==> config.mk <==
export PLATFORM = sky130hd
export DESIGN_NAME = infer_key_ctrl
export DESIGN_NICKNAME = d
export VERILOG_FILES = /design/src/rtl/infer_ctrl_pkg.sv /design/src/rtl/key_debounce.sv /design/src/rtl/infer_key_ctrl.sv
export SDC_FILE = /design/constraint.sdc
export NUM_CORES = 1
export LEC_CHECK = 0
export ABC_AREA = 1
export BUFFER_PORTS_ARGS = -buffer_cell sky130_fd_sc_hd__buf_2
export CAP_MARGIN = 20
export CORE_MARGIN = 5
export CORE_UTILIZATION = 68
export DETAILED_ROUTE_END_ITERATION = 16
export HOLD_SLACK_MARGIN = 0.1
export PLACE_DENSITY = 0.86
export SLEW_MARGIN = 5
export SYNTH_ARGS = -nofsm -noshare
export SYNTH_HDL_FRONTEND = slang
export SYNTH_HIERARCHICAL = 1
export SYNTH_SLANG_ARGS = --single-unit
export TNS_END_PERCENT = 10
==> constraint.sdc <==
create_clock -name clk -period 3.8 [get_ports clk]
set_clock_uncertainty 0.05 [all_clocks]
set_input_delay 0.19 -clock clk [delete_from_list [all_inputs] [get_ports clk]]
set_output_delay 0.19 -clock clk [all_outputs]
set_load 0.02 [all_outputs]
==> src/rtl/infer_ctrl_pkg.sv <==
// Shared constants for the inference operator front-end: FSM encoding, key roles,
// and counter sizing helpers.
package infer_ctrl_pkg;

  localparam logic [2:0] ST_IDLE  = 3'd0;
  localparam logic [2:0] ST_START = 3'd1;
  localparam logic [2:0] ST_WAIT  = 3'd2;
  localparam logic [2:0] ST_SHOW  = 3'd3;
  localparam logic [2:0] ST_ERR   = 3'd4;

  localparam int KEY_START = 0;
  localparam int KEY_MODE  = 1;

  // Bit of the free-running blink counter that toggles every 2^22 cycles.
  localparam int BLINK_BIT = 22;

  // Bits needed to hold the value max_val (never less than one).
  function automatic int cnt_width(input int max_val);
    return (max_val < 2) ? 1 : $clog2(max_val + 1);
  endfunction

  function automatic int max_int(input int a, input int b);
    return (a > b) ? a : b;
  endfunction

endpackage

==> src/rtl/key_debounce.sv <==
// One active-low key: 2-FF synchroniser, stability counter, and a one-cycle pulse
// on each accepted press (accepted 1->0 transition).
module key_debounce
  import infer_ctrl_pkg::*;
#(
  parameter int DEBOUNCE_CYC = 1_000_000
) (
  input  logic clk,
  input  logic rst_n,
  input  logic i_key_n,
  output logic o_press
);

  localparam int              CW       = cnt_width(DEBOUNCE_CYC);
  localparam logic [CW-1:0]   CNT_LAST = CW'(DEBOUNCE_CYC - 1);

  logic          r_sync1;
  logic          r_sync2;
  logic          r_stable;
  logic          r_stable_d;
  logic          r_press;
  logic [CW-1:0] r_cnt;

  // Idle (released) level is 1, so reset never fabricates a press.
  always_ff @(posedge clk or negedge rst_n) begin
    if (!rst_n) begin
      r_sync1    <= 1'b1;
      r_sync2    <= 1'b1;
      r_stable   <= 1'b1;
      r_stable_d <= 1'b1;
      r_press    <= 1'b0;
      r_cnt      <= '0;
    end else begin
      r_sync1    <= i_key_n;
      r_sync2    <= r_sync1;
      r_stable_d <= r_stable;
      r_press    <= r_stable_d & ~r_stable;
      if (r_sync2 == r_stable) begin
        r_cnt <= '0;
      end else if (r_cnt == CNT_LAST) begin
        r_stable <= r_sync2;
        r_cnt    <= '0;
      end else begin
        r_cnt <= r_cnt + 1'b1;
      end
    end
  end

  assign o_press = r_press;

endmodule

==> src/rtl/infer_key_ctrl.sv <==
// Operator front-end for the MNIST inference core: debounced keys, start/done handshake,
// timeout error and LED result display. Optional feature macro: INFER_BUSY_BLINK_EN.
module infer_key_ctrl
  import infer_ctrl_pkg::*;
#(
  parameter int N_KEYS       = 2,
  parameter int N_LEDS       = 4,
  parameter int CLASS_W      = 4,
  parameter int DEBOUNCE_CYC = 1_000_000,
  parameter int TIMEOUT_CYC  = 50_000_000,
  parameter int HOLD_CYC     = 25_000_000
) (
  input  logic              clk,
  input  logic              rst_n,
  input  logic [N_KEYS-1:0] key_n,
  output logic              start_o,
  input  logic              done_i,
  input  logic [CLASS_W-1:0] class_i,
  output logic              busy_o,
  output logic              err_o,
  output logic              cont_o,
  output logic [N_KEYS-1:0] key_evt_o,
  output logic [N_LEDS-1:0] led_o
);

  localparam int            TW         = cnt_width(max_int(TIMEOUT_CYC, HOLD_CYC));
  localparam logic [TW-1:0] TIMER_LAST = TW'(TIMEOUT_CYC - 1);
  localparam logic [TW-1:0] HOLD_LAST  = TW'(HOLD_CYC - 1);

  logic [2:0]        r_state;
  logic [TW-1:0]     r_timer;
  logic              r_err;
  logic              r_cont;
  logic [N_LEDS-1:0] r_led;
  logic [N_KEYS-1:0] w_evt;
  logic [TW-1:0]     w_timer_inc;
  logic [N_LEDS-1:0] w_class_led;

  generate
    for (genvar gi = 0; gi < N_KEYS; gi++) begin : g_key
      key_debounce #(
        .DEBOUNCE_CYC(DEBOUNCE_CYC)
      ) u_debounce (
        .clk     (clk),
        .rst_n   (rst_n),
        .i_key_n (key_n[gi]),
        .o_press (w_evt[gi])
      );
    end
  endgenerate

  // One counter serves both the WAIT timeout and the SHOW hold; it saturates.
  assign w_timer_inc = (r_timer == {TW{1'b1}}) ? r_timer : r_timer + 1'b1;
  assign w_class_led = N_LEDS'(class_i);

  always_ff @(posedge clk or negedge rst_n) begin
    if (!rst_n) begin
      r_state <= ST_IDLE;
      r_timer <= '0;
      r_err   <= 1'b0;
      r_cont  <= 1'b0;
      r_led   <= '0;
    end else begin
      if (w_evt[KEY_MODE]) begin
        r_cont <= ~r_cont;
      end
      case (r_state)
        ST_IDLE: begin
          if (w_evt[KEY_START] || r_cont) begin
            r_state <= ST_START;
          end
        end
        ST_START: begin
          r_err   <= 1'b0;
          r_timer <= '0;
          r_state <= ST_WAIT;
        end
        ST_WAIT: begin
          // A done arriving on the expiry cycle still counts as success.
          if (done_i) begin
            r_led   <= w_class_led;
            r_timer <= '0;
            r_state <= ST_SHOW;
          end else if (r_timer == TIMER_LAST) begin
            r_err   <= 1'b1;
            r_led   <= '1;
            r_state <= ST_ERR;
          end else begin
            r_timer <= w_timer_inc;
          end
        end
        ST_SHOW: begin
          if (!r_cont) begin
            r_state <= ST_IDLE;
          end else if (r_timer == HOLD_LAST) begin
            r_state <= ST_START;
          end else begin
            r_timer <= w_timer_inc;
          end
        end
        ST_ERR: begin
          r_state <= ST_IDLE;
        end
        default: begin
          r_state <= ST_IDLE;
        end
      endcase
    end
  end

  assign start_o   = (r_state == ST_START);
  assign busy_o    = (r_state == ST_START) || (r_state == ST_WAIT);
  assign err_o     = r_err;
  assign cont_o    = r_cont;
  assign key_evt_o = w_evt;

`ifdef INFER_BUSY_BLINK_EN
  logic [BLINK_BIT:0] r_blink;
  logic [N_LEDS-1:0]  w_blink_led;

  always_ff @(posedge clk or negedge rst_n) begin
    if (!rst_n) begin
      r_blink <= '0;
    end else begin
      r_blink <= r_blink + 1'b1;
    end
  end

  always_comb begin
    w_blink_led             = '0;
    w_blink_led[N_LEDS-1]   = r_blink[BLINK_BIT];
  end

  assign led_o = busy_o ? w_blink_led : r_led;
`else
  assign led_o = r_led;
`endif

endmodule

==> summary.txt <==
Logic synthesis
  – Synth warn: 6
  – Most numerous cell in the Yosys netlist: nand2_1
  – Mapped cell area: 5386 sq um
  – Synthesized instance count: 735
  – Post-synthesis sequential area ratio: 0.3967
  – Synth area leaders: dfrtp_1 (36%), nand2_1 (12%), nor2_1 (8.9%)
  – Number of flops mapped to enable cells by yosys: 0
  – Commonest cells in the netlist: nand2_1 (175), nor2_1 (128), inv_1 (82)
  – Yosys reg bits: 85
  – Post-synth top area share: 0.3577
  – Ys async rst share: 1.000
  – Commonest register cell after synthesis: dfrtp_1
  – Yosys cell types: 38
  – Mapped Avg Cell Area: 7.328 sq um
  – Synthesized Nets: between 700 and 800
  – Cell taking the most area after synthesis: dfrtp_1

Timing
  – Fraction of the cycle the final worst path needs: 0.6125
  – Final hold viol count: 0
  – Setup TNS: 0 ns
  – Slew @ Worst Pin: 0.7301 ns
  – F_max: approximately 430 MHz
  – Tmin final: between 2 and 2.5 ns
  – Slew Viols, Final: 0
  – RSZ-0062 raised after global routing: false
  – Max-slew headroom: 0.5127
  – Final worst slack: approximately 1.5 ns
  – Setup Viol. Count Final: 0

Clock network
  – Clk Latency, worst-skew pair: between 0.3 and 0.4 ns
  – CTS Buffer Depth: 2
  – PostCTS Resize Cnt: 0
  – CTS clk-pin slew, worst paths: ~0.090 ns
  – CTS buffer count: 9
  – CTS Hold Buffers Added: 6
  – Total setup buffers inserted after CTS: 0
  – H-tree levels: 3
  – Clock root buffer: clkbuf_8
  – TritonCTS clock tree: done
  – CTS sink cnt: 85

Setup path
  – R2r setup slk: around 1.5 ns
  – Reg2Reg Depth: 8
  – Critical Path Source: r_state[2]$_DFFE_PN0P_
  – End of the critical path: r_timer[1]$_DFFE_PN0P_
  – Startpoint Class: flip-flop
  – CP required: about 4.0 ns
  – CP Capture Type: flip-flop
  – Kind of critical path: flip-flop to flip-flop
  – Reg2reg end: r_timer[1]$_DFFE_PN0P_
  – Family with the most delay on the worst path: simple AND/OR/NAND/NOR gates
  – CP max stage cell: dfrtp_1
  – Arrival time at the worst endpoint: between 2 and 3 ns
  – Critical Path Stages: 8
  – Most Frequent Cell on Critical Path: nand2_1
  – Largest fanout on the critical path: 32
  – Crit-path max cell delay: around 0.43 ns
  – RR Startpoint: r_state[2]$_DFFE_PN0P_
  – Buffers and inverters on the worst path: 1
  – Worst path cell trace: nor2_4 > nand2_1 > nor2_1 > nand2_2 > nand2_4 > inv_2 > nand2_1 > nand2_1

Power
  – Clock network fraction of design power: 0.317
  – VDD IR-drop max: ~0.27 mV
  – P_sw: about 0.76 mW
  – Sequential power share: 0.453
  – Pwr Density: just under 400 nW/um^2
  – Int Power: about 1.5 mW
  – Switch share: 0.3423
  – Logic pwr share: 0.230
  – Cell leakage power: around 2.7 nW

Layout
  – Share of layout cells above drive strength 1: 0.1505
  – Layout Cells excl Fill: between 800 and 900
  – Diodes inserted: 0
  – Area Overhead vs Synth: 7.596%
  – Nets: just under 800

Detailed routing
  – Routed WL per cell: between 10 and 15 um
  – DR vias: roughly 4,900
  – Wirelength, routed: roughly 12 mm
  – Final antenna-violating net count: 0
  – DRC Markers: 0
  – First drt pass iteration count: 6
  – Via/cell ratio: 5.639
  – Initial DRC count: a little under 400

Global routing
  – Vias in the first global route: approximately 4,900
  – GRT Resource Usage Total: 0.2676
  – Largest net degree at the start of global routing: 56
  – Global-route wire length before repair: about 22 mm
  – Total congestion overflow: 0
  – Initial antenna violation count: 0

Die
  – Initial Util: 0.6971
  – Core area: between 7000 and 8000 sq um
  – Placement row count: 32
  – Die Area: 9801 sq um
  – Die height: 99 um
  – IO Count: 19
  – DIE WIDTH: just under 100 um

Placed design
  – Port bufs: 18
  – Hpwl dp: 8.765 mm
  – Cells after DPL: 844
  – GP Congestion: 0.9429
  – Pre-CTS WS: roughly 1.6 ns

Min path
  – Min-delay worst type: input pin to flip-flop

Status
  – Status: complete, no violations

Run
  – Maxcap violations: 0
cell families (layout without fill, tap and decap cells):
logic type	Yosys count	count (layout)	share of synthesized area
DFF	85	85	0.3967
adders and majority gates	3	3	0.006969
and+or+nand+nor	458	458	0.4016
buffers and inverters	99	128	0.07828
xor gates and xnor gates	31	31	0.05319
AOI/OAI and AO/OA	59	59	0.06318
registers in the layout, summed over array words and instances (netlist names):
signal                       flops
g_key.u_debounce/r_sync1         2
g_key.u_debounce/r_cnt          40
r_state                          3
led_o                            4
err_o                            1
g_key.u_debounce/r_stable        2
r_timer                         26
g_key.u_debounce/r_stable_d      2
g_key.u_debounce/r_sync2         2
cont_o                           1
g_key.u_debounce/o_press         2
worst register-to-register path: stages, from the launching register on:
cell     delay, ns
dfrtp_1       0.43
nor2_4        0.39
nand2_1       0.26
nor2_1        0.22
nand2_2       0.23
nand2_4       0.34
inv_2         0.15
nand2_1       0.10
nand2_1       0.06
worst min path at each step:
stage                          start                       to  cells past startpoint
after floorplan                rst_n       cont_o$_DFFE_PN0P_                      0
after global placement         rst_n   r_timer[7]$_DFFE_PN0P_                      1
after detailed placement       rst_n  r_timer[15]$_DFFE_PN0P_                      1
after CTS                 class_i[3]     led_o[3]$_DFFE_PN0P_                      3
final                     class_i[3]     led_o[3]$_DFFE_PN0P_                      3
after global routing      class_i[3]     led_o[3]$_DFFE_PN0P_                      3
cell usage in the layout (no fill, tap or decap), types with 2 or more instances in the layout:
cell           Yosys  routed
a21oi_1            5       5
or2_2              3       3
nand3_1           51      51
dfstp_2            8       8
inv_2              4       4
xor2_2             2       2
nand2_1          175     175
o21ai_2            2       2
xnor2_1            5       5
dlygate4sd3_1      0       6
clkbuf_8           0      10
nor3_1            11      11
nand4_1           22      22
clkinv_2           0       3
nand3b_1           4       4
o21ai_0           17      17
nor2_4             7       7
nor3b_2            4       4
inv_1             82      82
buf_2              1      17
dfrtp_1           77      77
nor2_1           128     128
ha_1               3       3
nand2_4            4       4
o211ai_1          13      13
nand2_2           17      17
xor2_1            24      24
bufinv_16          0       2
buf_4              1       2
o21ai_1           20      20
nor2_2            23      23
nand3_2            4       4
cell type report:
type | count | area, sq um
multi-input cells | 551 | 2828
flip-flops and latches | 85 | 2137
fillers | 569 | 1932
inverters | 87 | 326.6
repair buffers | 25 | 160.2
clock buffers | 11 | 141.4
well taps | 102 | 127.6
clock inverters | 5 | 75.07
per-stage QoR:
stage	cell area [sq um]	hold WS (ns)	total power [mW]	utilization
2_1_floorplan	5386	-0.1556	1.424	-
3_3_place_gp	5519	0.2214	1.491	0.7142
3_5_place_dp	5519	0.2301	1.519	0.7142
4_1_cts	5796	0.1140	2.231	0.7500
5_1_grt	5796	0.1203	2.348	0.7500
6_report	5796	0.1113	2.232	0.7500
layer usage:
| metal | vias to the layer above | GRT usage | part of all wire |
|---|---|---|---|
| li1 | 2380 | - | - |
| met1 | 2299 | 0.3463 | 0.41 |
| met2 | 173 | 0.4540 | 0.51 |
| met3 | 31 | 0.03609 | 0.053 |
| met4 | 0 | 0.1061 | 0.025 |
| met5 | - | 0 | 0 |
power by group through the flow:
stage	clock, mW	combinational, mW	sequential (mW)
floorplan	0	0.397	1.03
global placement	0	0.471	1.02
detailed placement	0	0.495	1.02
CTS	0.714	0.509	1.01
global route	0.761	0.568	1.02
finish	0.707	0.514	1.01
(Power assumes the default switching activity.)
